<file path="src/rtl/pc_sequencer_pkg.sv">
// Shared fetch-address constants and PC sequencer state encodings.
// The address map is shared with CP0 and the instruction memory.
package pc_sequencer_pkg;

    localparam logic [31:0] RESET_PC   = 32'h0000_3000;
    localparam logic [31:0] EXC_VECTOR = 32'h0000_4180;
    localparam logic [31:0] IM_BASE    = 32'h0000_3000;
    localparam logic [31:0] IM_LIMIT   = 32'h0000_6FFF;

    localparam logic [0:0] ST_RUN  = 1'b0;
    localparam logic [0:0] ST_PEND = 1'b1;

endpackage

</file>
<file path="src/rtl/pc_adder.sv">
// 32-bit modulo adder producing a + NUM; wraps silently on overflow.
module pc_adder #(
    parameter logic [31:0] NUM = 32'd4
) (
    input  logic [31:0] a,
    output logic [31:0] sum
);

    assign sum = a + NUM;

endmodule

</file>
<file path="src/rtl/pc_sequencer.sv">
// Fetch PC owner: picks the next PC each cycle and parks a branch/jump
// redirect that arrives while IF is stalled until the stall clears.
module pc_sequencer
    import pc_sequencer_pkg::*;
#(
    parameter logic [31:0] RESET_PC   = pc_sequencer_pkg::RESET_PC,
    parameter logic [31:0] EXC_VECTOR = pc_sequencer_pkg::EXC_VECTOR,
    parameter logic [31:0] IM_BASE    = pc_sequencer_pkg::IM_BASE,
    parameter logic [31:0] IM_LIMIT   = pc_sequencer_pkg::IM_LIMIT
) (
    input  logic        clk,
    input  logic        reset,
    input  logic        stall,
    input  logic        br_taken,
    input  logic [31:0] br_target,
    input  logic        jump,
    input  logic [31:0] jump_target,
    input  logic        exc_req,
    input  logic        eret,
    input  logic [31:0] epc,
    output logic [31:0] pc,
    output logic [31:0] pc_plus4,
    output logic        adel,
    output logic        redirect_pending
);

    logic [31:0] pc_q,    pc_d;
    logic [31:0] pend_q,  pend_d;
    logic [0:0]  state_q, state_d;
    logic [31:0] redirect_target;

    pc_adder #(.NUM(32'd4)) u_pc_adder (
        .a   (pc_q),
        .sum (pc_plus4)
    );

    // Jump outranks a taken branch whenever both are presented together.
    assign redirect_target = jump ? jump_target : br_target;

    always_comb begin
        pc_d    = pc_q;
        pend_d  = pend_q;
        state_d = state_q;
        if (exc_req) begin
            pc_d    = EXC_VECTOR;
            state_d = ST_RUN;
        end else if (eret) begin
            pc_d    = epc;
            state_d = ST_RUN;
        end else if (state_q == ST_PEND) begin
            // Requests seen here are the same frozen instruction; ignore them.
            if (!stall) begin
                pc_d    = pend_q;
                state_d = ST_RUN;
            end
        end else if (!stall) begin
            if (jump || br_taken) begin
                pc_d = redirect_target;
            end else begin
                pc_d = pc_plus4;
            end
        end else if (jump || br_taken) begin
            pend_d  = redirect_target;
            state_d = ST_PEND;
        end
    end

    always_ff @(posedge clk) begin
        if (reset) begin
            pc_q    <= RESET_PC;
            pend_q  <= 32'd0;
            state_q <= ST_RUN;
        end else begin
            pc_q    <= pc_d;
            pend_q  <= pend_d;
            state_q <= state_d;
        end
    end

    assign pc               = pc_q;
    assign redirect_pending = (state_q == ST_PEND);
    assign adel             = (pc_q[1:0] != 2'b00) || (pc_q < IM_BASE) || (pc_q > IM_LIMIT);

endmodule
</file>
<file path="config.mk">
export PLATFORM = sky130hd
export DESIGN_NAME = pc_sequencer
export DESIGN_NICKNAME = d
export VERILOG_FILES = /design/src/rtl/pc_sequencer_pkg.sv /design/src/rtl/pc_adder.sv /design/src/rtl/pc_sequencer.sv
export SDC_FILE = /design/constraint.sdc
export NUM_CORES = 1
export LEC_CHECK = 0
export ABC_AREA = 1
export CAP_MARGIN = 15
export CORE_UTILIZATION = 49
export CTS_BUF_LIST = sky130_fd_sc_hd__clkbuf_16
export DETAILED_ROUTE_END_ITERATION = 6
export GPL_ROUTABILITY_DRIVEN = 0
export HOLD_SLACK_MARGIN = 0.1
export PLACE_DENSITY = 0.95
export REMOVE_ABC_BUFFERS = 1
export SYNTH_ARGS = -nofsm -noshare
export SYNTH_HDL_FRONTEND = slang
export SYNTH_HIERARCHICAL = 1
export SYNTH_SLANG_ARGS = --single-unit
</file>
<file path="constraint.sdc">
create_clock -name clk -period 4.5 [get_ports clk]
set_input_delay 0.9 -clock clk [delete_from_list [all_inputs] [get_ports clk]]
set_output_delay 0.9 -clock clk [all_outputs]
set_load 0.02 [all_outputs]
</file>
==> results of run 1 <==
## per-stage QoR
step	util [%]	instances	setup slack (ns)	instance area (µm²)	hold WS (ns)
2_1_floorplan	-	730	1.827	4375	0.4351
3_3_place_gp	70.22	1012	0.8503	6243	0.4484
3_5_place_dp	70.22	1012	0.7021	6243	0.4527
4_1_cts	74.11	1028	1.062	6589	0.4621
5_1_grt	74.28	1029	1.042	6604	0.4732
6_report	74.28	1029	1.138	6604	0.4607
## cell usage in the layout, fill, tap and decap left out
cell type,count
bufinv_16,3
clkinv_4,3
clkdlybuf4s50_1,168
o21ai_0,4
ha_1,1
nand3b_1,7
nand4_1,4
and2_1,2
nor2_8,3
nand2_1,340
a21oi_1,66
or2_2,24
nor3_1,5
nor2_2,4
buf_8,1
nor2_4,9
xnor2_1,5
nand3_1,95
nand2_4,4
nand2_2,2
clkbuf_16,9
buf_4,6
inv_2,2
xor2_2,1
nor3_4,1
xor2_1,10
nor2_1,51
dfxtp_1,65
inv_1,26
## worst max-delay path by stage
stage | end | slack [ns] | cells past startpoint
after floorplan | pend_q[0]$_SDFFE_PP0P_ | 1.83 | 5
after global placement | pend_q[25]$_SDFFE_PP0P_ | 0.85 | 7
after detailed placement | pend_q[17]$_SDFFE_PP0P_ | 0.70 | 7
after CTS | pend_q[19]$_SDFFE_PP0P_ | 1.06 | 7
after global routing | pc_plus4[16] | 1.04 | 7
final | pc_plus4[16] | 1.14 | 7
## power by group
group / total, W / switching [W] / internal (W) / leakage, nW
combinational: 0.000417 / 0.000216 / 0.000201 / 2.14
clock: 0.000812 / 0.000270 / 0.000542 / 0.171
sequential: 0.000635 / 0.0000347 / 0.000600 / 0.530
total: 0.00186 / 0.000521 / 0.00134 / 2.84
## layer usage
metal	part of all wire [%]	wire, µm	global-route usage, %
met5	0	0	0
met1	39	5983	38.77
met2	48	7315	55.84
met3	11	1690	7.730
met4	2.2	332	10.45
## worst max-delay path: stages (launching register included)
cell and delay (ns):
dfxtp_1 0.40, ha_1 0.25, nand2_1 0.09, nor2_2 0.17
nand2_1 0.10, nor2_2 0.21, xor2_1 0.25, clkdlybuf4s50_1 0.65
## cell type report
class	instances	area, µm²
Fill cell	681	2287
Tap cell	108	135.1
Timing Repair Buffer	175	1742
Inverter	27	101.3
Multi-Input combinational cell	638	2979
Sequential cell	65	1301
Clock inverter	7	120.1
Clock buffer	9	225.2
## sequential cells by signal, summed over array words and instances, names as in the netlist
register,count
pc,32
pend_q,32
redirect_pending,1
## cells by family (layout without fill, tap and decap cells)
group,after synthesis,in the layout,synth area share [%]
buf+inv,70,218,6.896
flops,65,65,28.35
simple gates,551,551,53.64
compound gates,70,70,7.632
fa+ha+maj,1,1,0.2725
xor+xnor,16,16,3.216
==> metrics, run 1 <==
global-route wire length before repair=25.05 mm; drt wl/cell=14.89 µm; Final Cycle Share=74.70%; diode count=0; Yosys Warn Count=6; clock sink count=65; Max VDD drop=0.0001650 V; clock tree from TritonCTS=done; post-cts sizing count=0; maximum capacitance violations=0; Worst-Skew Late Latency=0.34 ns; # IOs=169; Routed WL=15.32 mm; Synth Cell Area=4591 µm²; initial antenna violation count=0; status=finished clean; setup_tns=0 ns; Req. time, crit path=3.60 ns; total chip power=0.001864 W; syn avg cell area=5.939 µm²; area grow syn2layout=43.85%; unrepaired setup endpoints after global routing=no; Port-buffer cells=168; Final ANT Viol Nets=0; Slew @ Worst Pin=1.061 ns; Netlist cell types=26; clk_skew=0.008993 ns; # H-tree levels=3; startpoint types=flip-flop; Die ar.=9759 µm²; First DRT Iteration DRCs=399; power density cells=282.2 nW/µm²; most common cell in the netlist=nand2_1; Worst slew margin=29.18%; Synth area leaders=dfxtp_1 (28%), nand2_1 (28%), nand3_1 (10%), a21oi_1 (7.2%), nor2_1 (4.2%); CTS clock-pin slew for the worst setup and hold paths=0.06 ns; Die Y-Extent=98.79 µm; Setup Fix Bufs, Post-CTS=0; DP Wirelength=10.56 mm; worst reg2reg path startpoint=redirect_pending$_SDFF_PP0_; Residual DRC=0; Worst Path Arrival=2.46 ns; Synth top cells by count=nand2_1 (340), nand3_1 (95), a21oi_1 (66), dfxtp_1 (65), nor2_1 (51); clock root buffer=clkbuf_16; initial core utilization=51.63%; critical hold path startpoint=pend_q[16]$_SDFFE_PP0P_; Worst Reg-to-Reg Cells=6; FFs w/ async S/R, synth=0%; Tmin final=3.362 ns; Setup crit start=pc[3]$_SDFFE_PP0P_; Synth Instances=773; 1st-pass router iterations=7; Fin. Hold Viols=0; CORE AREA=8891 µm²; WHS Path Cells=2; Setup crit end kind=primary output; vias in the first global route=5365; FF+latch count, synth=65; worst r2r dst=pend_q[19]$_SDFFE_PP0P_; CP Class=flip-flop to primary output; largest net degree at the start of global routing=65; maximum clock insertion buffer count=2; Leakage Power=2.843 nW; Seq/Total Area, Yosys=28.35%; number of synthesized flops with an enable pin=0; post-synth top area share=28.35%; Final Setup Violations=0; Rows=34; Slew Viols, Final=0; vias per inst=5.515; top cell type by total area after synthesis=dfxtp_1; hold worst-path end=pend_q[16]$_SDFFE_PP0P_; Hold Crit Class=flip-flop to flip-flop; CTS Buf Count=9; Die X=98.79 µm; f_max=297.5 MHz; crit path max fanout=4; vias=5675; fin nets=1020; Total GRT Usage=32.07%; reg2reg setup slack=2.55 ns; grt total ovfl=0; dominant synthesized flop cell=dfxtp_1; share of layout cells above drive strength 1=7.818%; CTS Hold Buffers Added=0
No activity file was read; power rests on OpenSTA's default activity.
==> run 2, diff against run 1 <==
--- a/config.mk
+++ b/config.mk
@@ -7,12 +7,12 @@
 export LEC_CHECK = 0
 export ABC_AREA = 1
 export CAP_MARGIN = 15
-export CORE_UTILIZATION = 49
+export CORE_UTILIZATION = 41
 export CTS_BUF_LIST = sky130_fd_sc_hd__clkbuf_16
 export DETAILED_ROUTE_END_ITERATION = 6
 export GPL_ROUTABILITY_DRIVEN = 0
 export HOLD_SLACK_MARGIN = 0.1
-export PLACE_DENSITY = 0.95
+export PLACE_DENSITY = 0.86
 export REMOVE_ABC_BUFFERS = 1
 export SYNTH_ARGS = -nofsm -noshare
 export SYNTH_HDL_FRONTEND = slang
==> constraint.sdc (replaced) <==
create_clock -name clk -period 3.05 [get_ports clk]
set_input_delay 0.61 -clock clk [delete_from_list [all_inputs] [get_ports clk]]
set_output_delay 0.61 -clock clk [all_outputs]
set_load 0.02 [all_outputs]
==> run 2 against run 1 <==
  * Via count is 3.5% lower
  * Critical path depth is 1 higher
  * Hold slack better by 0.00063 ns
  * Die area is 19% higher
  * Sequential cell count stayed put
  * Critical path type unchanged
  * Design area is 1.1% higher
  * Total power is 46% higher
  * Critical endpoint is now pc_plus4[24]
==> metrics, run 2 (same netlist as run 1, synthesis figures left out) <==
maximum capacitance violations=0 (unchanged); status=finished clean; share of layout cells above drive strength 1=8.414% (+0.60 points); Total GRT Usage=27.38% (-4.7 points); busiest grt layer=met2; Worst Path Arrival=2.32 ns (-0.14 ns); CORE AREA=10890 µm² (+22%); Leakage Power=2.930 nW (+3.1%); Fin. Hold Viols=0 (unchanged); unrepaired setup endpoints after global routing=no; Slowest-stage cell, CP=clkdlybuf4s50_1; Residual DRC=0 (unchanged); diode count=0 (unchanged); # IOs=169 (unchanged); # H-tree levels=3 (unchanged); Req. time, crit path=2.44 ns (-1.16 ns); vias in the first global route=5123 (-4.5%); clk_skew=0.008005 ns (-0.0009880 ns); CP dominant cell by count=nand2_1; Worst Reg-to-Reg Cells=10 (+4); clock sink count=65 (unchanged); clock tree from TritonCTS=done; setup_tns=0 ns (unchanged); CP Class=flip-flop to primary output; Worst slew margin=52.89% (+24 points); CTS Hold Buffers Added=0 (unchanged); commonest non-fill, non-tap cell in the layout=nand2_1; largest net degree at the start of global routing=36 (-45%); setup ws final=0.1236 ns (-1.015 ns); worst path cell trace=ha_1 > nand2_1 > nor2_2 > nand2_1 > nor2_2 > nand3b_1 > nand2_1 > clkdlybuf4s50_1; 1st-pass router iterations=6 (-1); Die Y-Extent=107.8 µm (+9.1%); Die ar.=11620 µm² (+19%); grt met2 use=47.07% (-8.8 points); crit path max fanout=4 (unchanged); global-route wire length before repair=24.87 mm (-0.69%); grt total ovfl=0 (unchanged); Final Setup Violations=0 (unchanged); Post-Place Setup Slack=0.3944 ns (-0.3077 ns); Die X=107.8 µm (+9.1%); worst reg2reg path startpoint=pc[3]$_SDFFE_PP0P_; DP Wirelength=10.97 mm (+3.9%); CP max stage delay=0.62 ns (-0.03 ns); Port-buffer cells=168 (unchanged); vias=5479 (-3.5%); Worst-Skew Late Latency=0.33 ns (about the same); Setup crit end kind=primary output; initial antenna violation count=0 (unchanged); vias per inst=5.135 (-6.9%); drt wl/cell=14.37 µm (-3.5%); WHS Path Cells=2 (unchanged); Hold Crit Class=flip-flop to flip-flop; power density cells=407.4 nW/µm² (+44%); Final Cycle Share=95.95%; Setup crit start=pc[3]$_SDFFE_PP0P_; First DRT Iteration DRCs=317 (-21%); CTS Buf Count=9 (unchanged); GR Util met1=33.10% (-5.7 points); Routed WL=15.33 mm (about the same); startpoint types=flip-flop; met3 usage=6.901% (-0.83 points); critical hold path startpoint=pend_q[25]$_SDFFE_PP0P_; initial core utilization=42.16% (-9.5 points); Max VDD drop=0.0002686 V (+63%); fin nets=1026 (+0.59%); clock root buffer=clkbuf_16; maximum clock insertion buffer count=2 (unchanged); Rows=38 (+12%); Final ANT Viol Nets=0 (unchanged); f_max=341.7 MHz; commonest non-fill, non-tap cells in the layout=nand2_1 (340), clkdlybuf4s50_1 (162), nand3_1 (95), a21oi_1 (66), dfxtp_1 (65); CTS clock-pin slew for the worst setup and hold paths=0.06 ns (about the same); Slew Viols, Final=0 (unchanged); Slew @ Worst Pin=0.7050 ns (-0.3562 ns); Tmin final=2.926 ns; area grow syn2layout=45.49%
run 2: changes by cell type in the layout (fill, tap and decap cells not counted):
cell             previous run  this run
clkinv_1                    0         1
clkinv_2                    0         1
clkinvlp_4                  0         1
buf_2                       0         1
buf_8                       1         0
clkinv_4                    3         0
dlymetal6s2s_1              0         5
buf_4                       6        13
clkdlybuf4s50_1           168       162
run 2: final timing paths:
path,to,slack [ns]
setup / recovery,pc_plus4[24],0.12
hold / removal,pend_q[25]$_SDFFE_PP0P_,0.46
setup reg to reg,pc[14]$_SDFFE_PP0P_,1.12
hold reg to reg,pend_q[25]$_SDFFE_PP0P_,0.46
run 2: worst max-delay path, delay by kind of cell, from the launching register on:
kind	cells	cell delay, ns
buf+inv	1	0.62
fa+ha+maj	1	0.23
simple gates	6	0.74
flops	1	0.39
run 2: where the power goes:
part / switching (W) / internal, W / total [W]
Clock: 0.000377 / 0.000791 / 0.00117
Sequential: 0.0000486 / 0.000886 / 0.000935
Combinational: 0.000320 / 0.000299 / 0.000619
Total: 0.000746 / 0.00198 / 0.00272
run 2: timing repair:
action | 4_1_cts | 5_1_grt
gates resized for setup | 0 | 5
setup endpoints to repair | 0 | 5
setup buffers | 0 | 0
hold endpoints to repair | 0 | 0
run 2: area by class of cell:
class | count | area (µm²)
multi-input cells | 638 | 2979
fillers | 1025 | 4209
clock inverters | 7 | 110.1
flip-flops and latches | 65 | 1301
repair buffers | 181 | 1787
clock buffers | 9 | 225.2
inverters | 27 | 101.3
well taps | 140 | 175.2
run 2: per-layer routing:
metal,wire [µm],vias to the layer above,part of all wire [%]
li1,-,2759,-
met1,6253,2434,41
met2,7291,265,48
met3,1539,21,10
met4,245,0,1.6
met5,0,-,0
run 2: through the flow:
stage          total power, W  hold slack [ns]  utilization (%)  cells  area [µm²]
2_1_floorplan        0.001226           0.4351                -    730        4375
3_3_place_gp         0.001558           0.4488            58.15   1051        6331
3_5_place_dp         0.001566           0.4531            58.15   1051        6331
4_1_cts              0.002731           0.4628            61.23   1067        6666
5_1_grt              0.002840           0.4792            61.34   1067        6679
6_report             0.002721           0.4613            61.34   1067        6679
